$ cat config.mk
export PLATFORM = sky130hd
export DESIGN_NAME = bcd_alu_seq
export DESIGN_NICKNAME = d
export VERILOG_FILES = /design/src/rtl/bcd_alu_pkg.sv /design/src/rtl/bcd_digit_unit.sv /design/src/rtl/bcd_alu_seq.sv
export SDC_FILE = /design/constraint.sdc
export NUM_CORES = 1
export LEC_CHECK = 0
export ABC_AREA = 1
export CAP_MARGIN = 20
export CORE_MARGIN = 10
export CORE_UTILIZATION = 59
export CTS_BUF_LIST = sky130_fd_sc_hd__clkbuf_8
export DETAILED_ROUTE_END_ITERATION = 12
export GPL_ROUTABILITY_DRIVEN = 0
export PLACE_DENSITY = 0.87
export REMOVE_ABC_BUFFERS = 1
export SLEW_MARGIN = 20
export SYNTH_ARGS = -nofsm -noshare
export SYNTH_HDL_FRONTEND = slang
export SYNTH_SLANG_ARGS = --single-unit
$ cat constraint.sdc
create_clock -name clk -period 4.7 [get_ports clk]
set_input_delay 0.94 -clock clk [delete_from_list [all_inputs] [get_ports clk]]
set_output_delay 0.94 -clock clk [all_outputs]
set_load 0.05 [all_outputs]
$ cat src/rtl/bcd_alu_pkg.sv
// Shared types and constants for the digit-serial BCD ALU.
// The opcode encoding is the same as the one used by the older combinational ALU.
package bcd_alu_pkg;

    typedef enum logic [1:0] {
        OP_ADD   = 2'd0,
        OP_SUB   = 2'd1,
        OP_NINES = 2'd2,
        OP_CMP   = 2'd3
    } op_e;

    typedef enum logic [1:0] {
        S_IDLE = 2'd0,
        S_RUN  = 2'd1,
        S_DONE = 2'd2
    } state_e;

    localparam logic [3:0] BCD_ERR_DIGIT = 4'hC;
    localparam logic [3:0] BCD_MAX_DIGIT = 4'd9;

endpackage

$ cat src/rtl/bcd_digit_unit.sv
// One BCD digit of add, subtract or nine's complement, with carry/borrow chaining.
// Also flags any operand digit that is not a legal BCD value.
module bcd_digit_unit
    import bcd_alu_pkg::*;
(
    input  op_e        op,
    input  logic [3:0] a_dig,
    input  logic [3:0] b_dig,
    input  logic       cin,
    output logic [3:0] dig,
    output logic       cout,
    output logic       invalid
);

    logic [4:0] sum;
    logic [4:0] diff;

    // NOTE: every output gets a default first so no path through the case leaves it unassigned (no latch).
    always_comb begin
        dig  = a_dig;
        cout = 1'b0;
        sum  = {1'b0, a_dig} + {1'b0, b_dig} + {4'd0, cin};
        diff = {1'b0, a_dig} - {1'b0, b_dig} - {4'd0, cin};
        case (op)
            OP_ADD: begin
                if (sum > 5'd9) begin
                    dig  = sum[3:0] - 4'd10;
                    cout = 1'b1;
                end else begin
                    dig = sum[3:0];
                end
            end
            OP_SUB, OP_CMP: begin
                // diff[4] is the sign of the 5-bit two's-complement difference
                if (diff[4]) begin
                    dig  = diff[3:0] + 4'd10;
                    cout = 1'b1;
                end else begin
                    dig = diff[3:0];
                end
            end
            OP_NINES: dig = BCD_MAX_DIGIT - a_dig;
            default:  dig = a_dig;
        endcase
    end

    assign invalid = (a_dig > BCD_MAX_DIGIT) ||
                     ((op != OP_NINES) && (b_dig > BCD_MAX_DIGIT));

endmodule

$ cat src/rtl/bcd_alu_seq.sv
// Digit-serial packed-BCD ALU: one digit per clock, LSD first, valid/ready on both sides.
// Holds the FSM, digit counter, operand shift registers and result assembly.
module bcd_alu_seq
    import bcd_alu_pkg::*;
#(
    parameter int DIGITS = 4
) (
    input  logic                clk,
    input  logic                rst,
    input  logic                in_valid,
    output logic                in_ready,
    input  logic [1:0]          op,
    input  logic [4*DIGITS-1:0] a,
    input  logic [4*DIGITS-1:0] b,
    output logic                out_valid,
    input  logic                out_ready,
    output logic [4*DIGITS-1:0] c,
    output logic                flag,
    output logic                err
);

    localparam int W  = 4 * DIGITS;
    localparam int CW = $clog2(DIGITS);
    localparam logic [CW-1:0] LAST_IDX = CW'(DIGITS - 1);

    state_e        state;
    state_e        state_next;
    op_e           op_q;
    logic [W-1:0]  a_sr;
    logic [W-1:0]  b_sr;
    logic [W-5:0]  res_sr;
    logic [CW-1:0] idx;
    logic          carry;
    logic          nz;
    logic          err_acc;

    logic [3:0]    dig;
    logic          dig_cout;
    logic          dig_bad;
    logic [W-1:0]  res_full;
    logic          nz_full;
    logic          err_full;
    logic          last_digit;
    logic [W-1:0]  c_final;
    logic          flag_final;

    bcd_digit_unit u_digit (
        .op      (op_q),
        .a_dig   (a_sr[3:0]),
        .b_dig   (b_sr[3:0]),
        .cin     (carry),
        .dig     (dig),
        .cout    (dig_cout),
        .invalid (dig_bad)
    );

    // NOTE: registers use non-blocking assignments so every flop samples pre-edge values.
    always_ff @(posedge clk) begin
        if (rst) state <= S_IDLE;
        else     state <= state_next;
    end

    always_comb begin
        state_next = state;
        case (state)
            S_IDLE:  if (in_valid)   state_next = S_RUN;
            S_RUN:   if (last_digit) state_next = S_DONE;
            S_DONE:  if (out_ready)  state_next = S_IDLE;
            default: state_next = S_IDLE;
        endcase
    end

    always_comb begin
        in_ready  = (state == S_IDLE);
        out_valid = (state == S_DONE);
    end

    assign last_digit = (idx == LAST_IDX);
    // The current digit lands on top; the previous digits sit below it in res_sr.
    assign res_full   = {dig, res_sr};
    assign nz_full    = nz | (dig != 4'd0);
    assign err_full   = err_acc | dig_bad;

    always_comb begin
        c_final    = res_full;
        flag_final = dig_cout;
        if (err_full) begin
            c_final    = {DIGITS{BCD_ERR_DIGIT}};
            flag_final = 1'b0;
        end else begin
            case (op_q)
                OP_NINES: flag_final = 1'b0;
                OP_CMP: begin
                    if (dig_cout)     c_final = '1;
                    else if (nz_full) c_final = W'(1);
                    else              c_final = '0;
                end
                default: c_final = res_full;
            endcase
        end
    end

    // Control state and visible outputs: reset to a clean, idle block.
    always_ff @(posedge clk) begin
        if (rst) begin
            op_q    <= OP_ADD;
            idx     <= '0;
            carry   <= 1'b0;
            nz      <= 1'b0;
            err_acc <= 1'b0;
            c       <= '0;
            flag    <= 1'b0;
            err     <= 1'b0;
        end else begin
            case (state)
                S_IDLE: begin
                    if (in_valid) begin
                        op_q    <= op_e'(op);
                        idx     <= '0;
                        carry   <= 1'b0;
                        nz      <= 1'b0;
                        err_acc <= 1'b0;
                    end
                end
                S_RUN: begin
                    idx     <= idx + CW'(1);
                    carry   <= dig_cout;
                    nz      <= nz_full;
                    err_acc <= err_full;
                    if (last_digit) begin
                        c    <= c_final;
                        flag <= flag_final;
                        err  <= err_full;
                    end
                end
                default: ;
            endcase
        end
    end

    // NOTE: operand/result shift registers carry no reset; they are always loaded before being read.
    always_ff @(posedge clk) begin
        if (state == S_IDLE && in_valid) begin
            a_sr <= a;
            b_sr <= b;
        end else if (state == S_RUN) begin
            a_sr   <= a_sr >> 4;
            b_sr   <= b_sr >> 4;
            res_sr <= res_full[W-1:4];
        end
    end

endmodule
==> impl_metrics.toml, run 1 <==
[setup_path]
end_kind = "flip-flop"
slowest_stage = "fa_1"
crit_chain = "fa_1, fa_1, nand2_2, nand2_2, ha_1, inv_1, nor2_1, a21oi_2, nand2_1, nand2_2, nand2_1, a31oi_1, inv_1, o21ai_0, a21oi_1"
critPathMaxFanout = 4
worstPathRequired_ns = 4.91
crit_top_cell = "nand2_2"
worstSetupPathType = "reg -> reg"
crit_family = "adder cells"
startpoint_type = "flip-flop"
path_buf_inv = 2
slowest_delay_ns = 0.51
worstRegToRegCells = 15
cp.depth = 15
arrival_ns = 3.17

[routing]
routed-via-count = 2742
post_drt_via_cell_ratio = 5.14
first_pass_iters = 4
drc = 0
ant_nets = 0
drt-initial-drc-count = 151
wl_per_cell_um = 14.1
routed_wl_um = 7530

[min_path]
hold_depth = 0
hp-class = "reg -> reg"

[yosys]
synthSimpleGateAreaFrac_pct = 23.5
synthAdderAreaFrac_pct = 6.30
avgSynthCellArea_um2 = 8.71
synth.area.top_cells = "edfxtp_1 (38%), dfxtp_1 (16%), nand2_1 (14%)"
ys_ff_latch = 71
ys_warn_count = 0
synth_flop_cell = "edfxtp_1"
synthDominantCellAreaShare_pct = 38.2
synth_seq_area_share_pct = 53.9
yosysTopAreaCell = "edfxtp_1"
async_flop_share_pct = 0
ys_types = 30
synth-xor-area-share_pct = 0.253
syn_inst = 397
synth_edf_count = 44
synth_area_um2 = 3460
synth-compound-area-share_pct = 8.94
synth_top_family_by_area = "simple AND/OR/NAND/NOR gates"
synthMuxAreaShare_pct = 0

[global_routing]
grt_util_met1_pct = 18.6
grt_util_met2_pct = 29.7
grtUsageMet3_pct = 5.24
busiest_layer = "met2"
grt_max_degree = 38
grt_pass1_wl_um = 12600
grt_pass1_vias = 2821
grtUsageTotal_pct = 17.3
grt-ovfl-total = 0
antenna_found_initial = 0

[floorplanning]
die_y_um = 96.5
die_w_um = 96.5
die_area_um2 = 9320
core_area_um2 = 5610
rows = 27
io_pins = 58
start_util_pct = 61.6

[clock_network]
clkLatencyLatePin_ns = 0.35
cts_hold_buf = 0
cts_sinks = 71
clk_path_buf_depth = 2
numCtsBuffers = 9
cts_resized = 0
cts-root-buf = "clkbuf_8"
ctsHtreeMaxLevel = 3
postCtsSetupRepairBufs = 0
path_clk_slew_ns = 0.08
tritoncts = "done"

[sta]
tightest_slew_ns = 0.673
slew-limit-headroom_pct = 55.1
clock_skew_ns = 0.0116
fmax_ghz = 0.338
hold_viol = 0
setup_viol = 0
slew_violations = 0
finalWorstSetupSlack_ns = 1.74
rsz0062_at_grt = "no"
min_period_over_period_pct = 63.0
finalCriticalPeriod_ns = 2.96
fin_tns_setup_ns = 0

[place]
dp_slack_ns = 1.52
dpl.hpwl_um = 5540
numPortBuffers = 57

[pwr]
p_per_area_nw_per_um2 = 394
switchingPower_uw = 523
p_clk_share_pct = 28.6
total_power_mw = 1.69
seqPwrFrac_pct = 45.6
swShare_pct = 31.0
ir_worst_vdd_mv = 0.259
p_comb_share_pct = 25.7
p_int_mw = 1.16
p_leak_nw = 1.93

[run_status]
status = "complete, no violations"

[layout]
antenna_cells = 0
area_delta_synth_final_pct = 24.0
drive_gt1_share_pct = 8.46
fillers = 384
final_util_pct = 76.4
num-nets-final = 509

[flow_run]
drv_cap = 0
## Yosys cell counts, types with 2 or more instances
cell,count
dfxtp_1,27
clkbuf_1,10
or2_2,4
nand2_4,2
edfxtp_1,44
ha_1,11
o21ai_0,21
or2_1,2
nand3_1,12
nand2_2,9
o211ai_1,2
nor2_1,24
nand2_1,128
a21oi_1,28
inv_1,55
fa_1,4
## sequential cells by signal (all words and copies together), names as in the netlist, 2 cells and up
signal  count
b_sr       16
idx         2
a_sr       16
op_q        2
state       2
c          16
res_sr     12
## logic make-up after synthesis
| family | after synthesis |
|---|---|
| AND/OR/NAND/NOR | 188 |
| flip-flops | 71 |
| buffers and inverters | 66 |
| AO/OA/AOI/OAI | 56 |
| adder cells (fa/ha/maj) | 15 |
| XOR/XNOR | 1 |
## power by group through the flow
stage | Clock, mW | Combinational, mW | Sequential [mW]
2_1_floorplan | 0 | 0.320 | 0.775
3_3_place_gp | 0 | 0.415 | 0.779
3_5_place_dp | 0 | 0.432 | 0.783
4_1_cts | 0.486 | 0.435 | 0.771
5_1_grt | 0.516 | 0.497 | 0.777
6_report | 0.483 | 0.434 | 0.770
## cell usage in the layout, fill, tap and decap left out, drive strengths merged, types with 2 or more instances in the layout
cell type	n
a21oi	30
clkbuf	10
clkdlybuf4s50	57
clkinv	4
dfxtp	27
edfxtp	44
fa	4
ha	11
inv	57
nand2	139
nand3	14
nor2	26
o211ai	2
o21ai	21
or2	7
## layer usage
layer  share of wire (%)  up-vias
li1                    -     1380
met1                  38     1267
met2                  53       79
met3                 7.1       16
met4                 1.9        0
met5                   0        -
## path summary, 6_finish.rpt
check	start	end	slack (ns)
worst max-delay path	a_sr[0]	c[13]	1.74
worst min-delay path	res_sr[11]	res_sr[7]	0.45
worst max register to register	a_sr[0]	c[13]	1.74
worst min register to register	res_sr[11]	res_sr[7]	0.45
## stage by stage
stage | std cells | area (um^2) | hold slack [ns]
after floorplan | 387 | 3420 | 0.421
after global routing | 533 | 4290 | 0.469
after CTS | 533 | 4290 | 0.453
after global placement | 517 | 4090 | 0.423
final | 533 | 4290 | 0.453
after detailed placement | 517 | 4090 | 0.436
## layout make-up
type / count / area (um^2) / area share (%)
clock inverters: 6 / 61.3 / 1.43
well taps: 72 / 90.1 / 2.10
multi-input cells: 260 / 1350 / 31.4
flip-flops and latches: 71 / 1860 / 43.4
clock buffers: 10 / 138 / 3.21
inverters: 56 / 210 / 4.90
repair buffers: 58 / 578 / 13.5
Power figures use the tool's default switching activity.
==> run 2, diff against run 1 <==
--- a/config.mk
+++ b/config.mk
@@ -8,11 +8,11 @@
 export ABC_AREA = 1
 export CAP_MARGIN = 20
 export CORE_MARGIN = 10
-export CORE_UTILIZATION = 59
+export CORE_UTILIZATION = 55
 export CTS_BUF_LIST = sky130_fd_sc_hd__clkbuf_8
 export DETAILED_ROUTE_END_ITERATION = 12
 export GPL_ROUTABILITY_DRIVEN = 0
-export PLACE_DENSITY = 0.87
+export PLACE_DENSITY = 0.82
 export REMOVE_ABC_BUFFERS = 1
 export SLEW_MARGIN = 20
 export SYNTH_ARGS = -nofsm -noshare
==> constraint.sdc (replaced) <==
create_clock -name clk -period 3 [get_ports clk]
set_input_delay 0.6 -clock clk [delete_from_list [all_inputs] [get_ports clk]]
set_output_delay 0.6 -clock clk [all_outputs]
set_load 0.05 [all_outputs]
==> impl_metrics.toml, run 2 (synthesis results as in run 1) <==
[routing]
routed-via-count = 2747
drt-initial-drc-count = 231
routed_wl_um = 7470
first_pass_iters = 5
post_drt_via_cell_ratio = 5.08
ant_nets = 0
drc = 0
wl_per_cell_um = 13.8

[setup_path]
crit_top_cell = "nand2_2"
critPathMaxFanout = 4
cp-endpoint = "c[13]"
slowest_delay_ns = 0.47
worstRegToRegCells = 15
startpoint_type = "flip-flop"
end_kind = "flip-flop"
arrival_ns = 3.04
crit_chain = "fa_2, fa_1, nand2_2, nand2_2, ha_1, inv_1, nor2_1, a21oi_2, nand2_1, nand2_2, nand2_1, a31oi_1, inv_1, o21ai_0, a21oi_1"
timing.rr.end = "c[13]"
slowest_stage = "edfxtp_1"
crit_start = "a_sr[0]"
worstSetupPathType = "reg -> reg"
worstPathRequired_ns = 3.23
reg2reg_slack_ns = 0.20
r2r-start = "a_sr[0]"

[floorplanning]
start_util_pct = 57.4
core_area_um2 = 6030
die_w_um = 99.3
die_area_um2 = 9860
rows = 28
die_y_um = 99.3
io_pins = 58

[clock_network]
cts_sinks = 71
cts-root-buf = "clkbuf_8"
path_clk_slew_ns = 0.07
ctsHtreeMaxLevel = 3
cts_hold_buf = 0
clk_path_buf_depth = 2
clkLatencyLatePin_ns = 0.35
numCtsBuffers = 9
tritoncts = "done"

[sta]
clock_skew_ns = 0.00958
slew_violations = 0
fin_tns_setup_ns = 0
rsz0062_at_grt = "no"
tightest_slew_ns = 0.508
setup_viol = 0
finalCriticalPeriod_ns = 2.80
fmax_ghz = 0.357
slew-limit-headroom_pct = 66.0
hold_viol = 0
min_period_over_period_pct = 93.5

[pwr]
p_leak_nw = 1.96
p_int_mw = 1.92
p_per_area_nw_per_um2 = 630
p_comb_share_pct = 25.1
p_clk_share_pct = 30.8
swShare_pct = 30.0
ir_worst_vdd_mv = 0.533
seqPwrFrac_pct = 44.1
switchingPower_uw = 823

[layout]
layoutNonFillerInstCount = 541
antenna_cells = 0
layout_commonest_cell = "nand2_1"
layout_common_cells = "nand2_1 (128), clkdlybuf4s50_1 (57), inv_1 (56)"
num-nets-final = 514
drive_gt1_share_pct = 9.23
largestRegisters = "a_sr: 16 flops, b_sr: 16 flops, c: 16 flops"
area_delta_synth_final_pct = 25.9

[place]
post-place-cells = 524
numPortBuffers = 57
dpl.hpwl_um = 5390

[global_routing]
grt-ovfl-total = 0
antenna_found_initial = 0
grt_max_degree = 37
grt_pass1_vias = 2762
grtUsageTotal_pct = 15.4
grt_pass1_wl_um = 12600

[min_path]
hp-class = "reg -> reg"
hold_depth = 0

[flow_run]
drv_cap = 0

[run_status]
status = "complete, no violations"
[run 2: changes by cell type in the layout (fill, tap and decap cells not counted)]
cell / delta
fa_1: -1
buf_4: +5
clkinvlp_4: +1
fa_2: +1
clkinv_1: +1
bufinv_16: +1
clkinv_2: -2
inv_1: +1
inv_6: +1
inv_2: -1
clkinv_4: -2
[run 2: per-layer routing]
metal  global-route usage (%)  wire length [um]  vias up
met1                     15.8              2820     1276
met3                     7.13               560        8
met4                     5.07                78        0
li1                         -                 -     1391
met5                        0                 0        -
met2                     27.3              4010       72
[run 2: worst min path at each step]
stage / startpoint / endpoint
global route: res_sr[11] / res_sr[7]
CTS: res_sr[5] / res_sr[1]
finish: res_sr[5] / res_sr[1]
detailed placement: res_sr[5] / res_sr[1]
floorplan: res_sr[4] / res_sr[0]
global placement: res_sr[8] / res_sr[4]
[run 2: worst max-delay path, delay by kind of cell (launching register included)]
kind | cells | cell delay, ns
flip-flops | 1 | 0.47
AO/OA/AOI/OAI | 4 | 0.49
adder cells (fa/ha/maj) | 3 | 1.05
AND/OR/NAND/NOR | 6 | 0.52
buffers and inverters | 2 | 0.16
[run 2: timing repair]
item / 4_1_cts / 5_1_grt
endpoints found under the hold margin: 0 / 0
endpoints found under the setup margin: 0 / 5
buffers inserted: 0 / 1
resized for setup: 0 / 1
[run 2: area by class of cell]
class / count / area (um^2)
clock buffer: 10 / 138
tap: 75 / 93.8
timing repair buffer: 63 / 616
inverter: 56 / 210
multi-input combinational: 260 / 1350
sequential: 71 / 1860
clock inverter: 6 / 83.8
fill: 437 / 1670
[run 2: power groups by stage]
stage | combinational, mW | clock (mW) | sequential (mW)
3_5_place_dp | 0.674 | 0 | 1.23
2_1_floorplan | 0.502 | 0 | 1.21
4_1_cts | 0.682 | 0.857 | 1.21
3_3_place_gp | 0.651 | 0 | 1.22
5_1_grt | 0.781 | 0.894 | 1.22
6_report | 0.688 | 0.844 | 1.21
[run 2: metrics by stage]
step                      setup WS [ns]  hold WS, ns  util, %  power (mW)  cell area (um^2)
after floorplan                  -0.474        0.421        -        1.72              3420
after global placement            0.283        0.423     68.4        1.87              4120
after detailed placement          0.174        0.428     68.4        1.90              4120
after CTS                         0.145        0.447     72.1        2.75              4340
after global routing             0.0139        0.477     72.2        2.89              4350
final                             0.196        0.445     72.2        2.74              4350
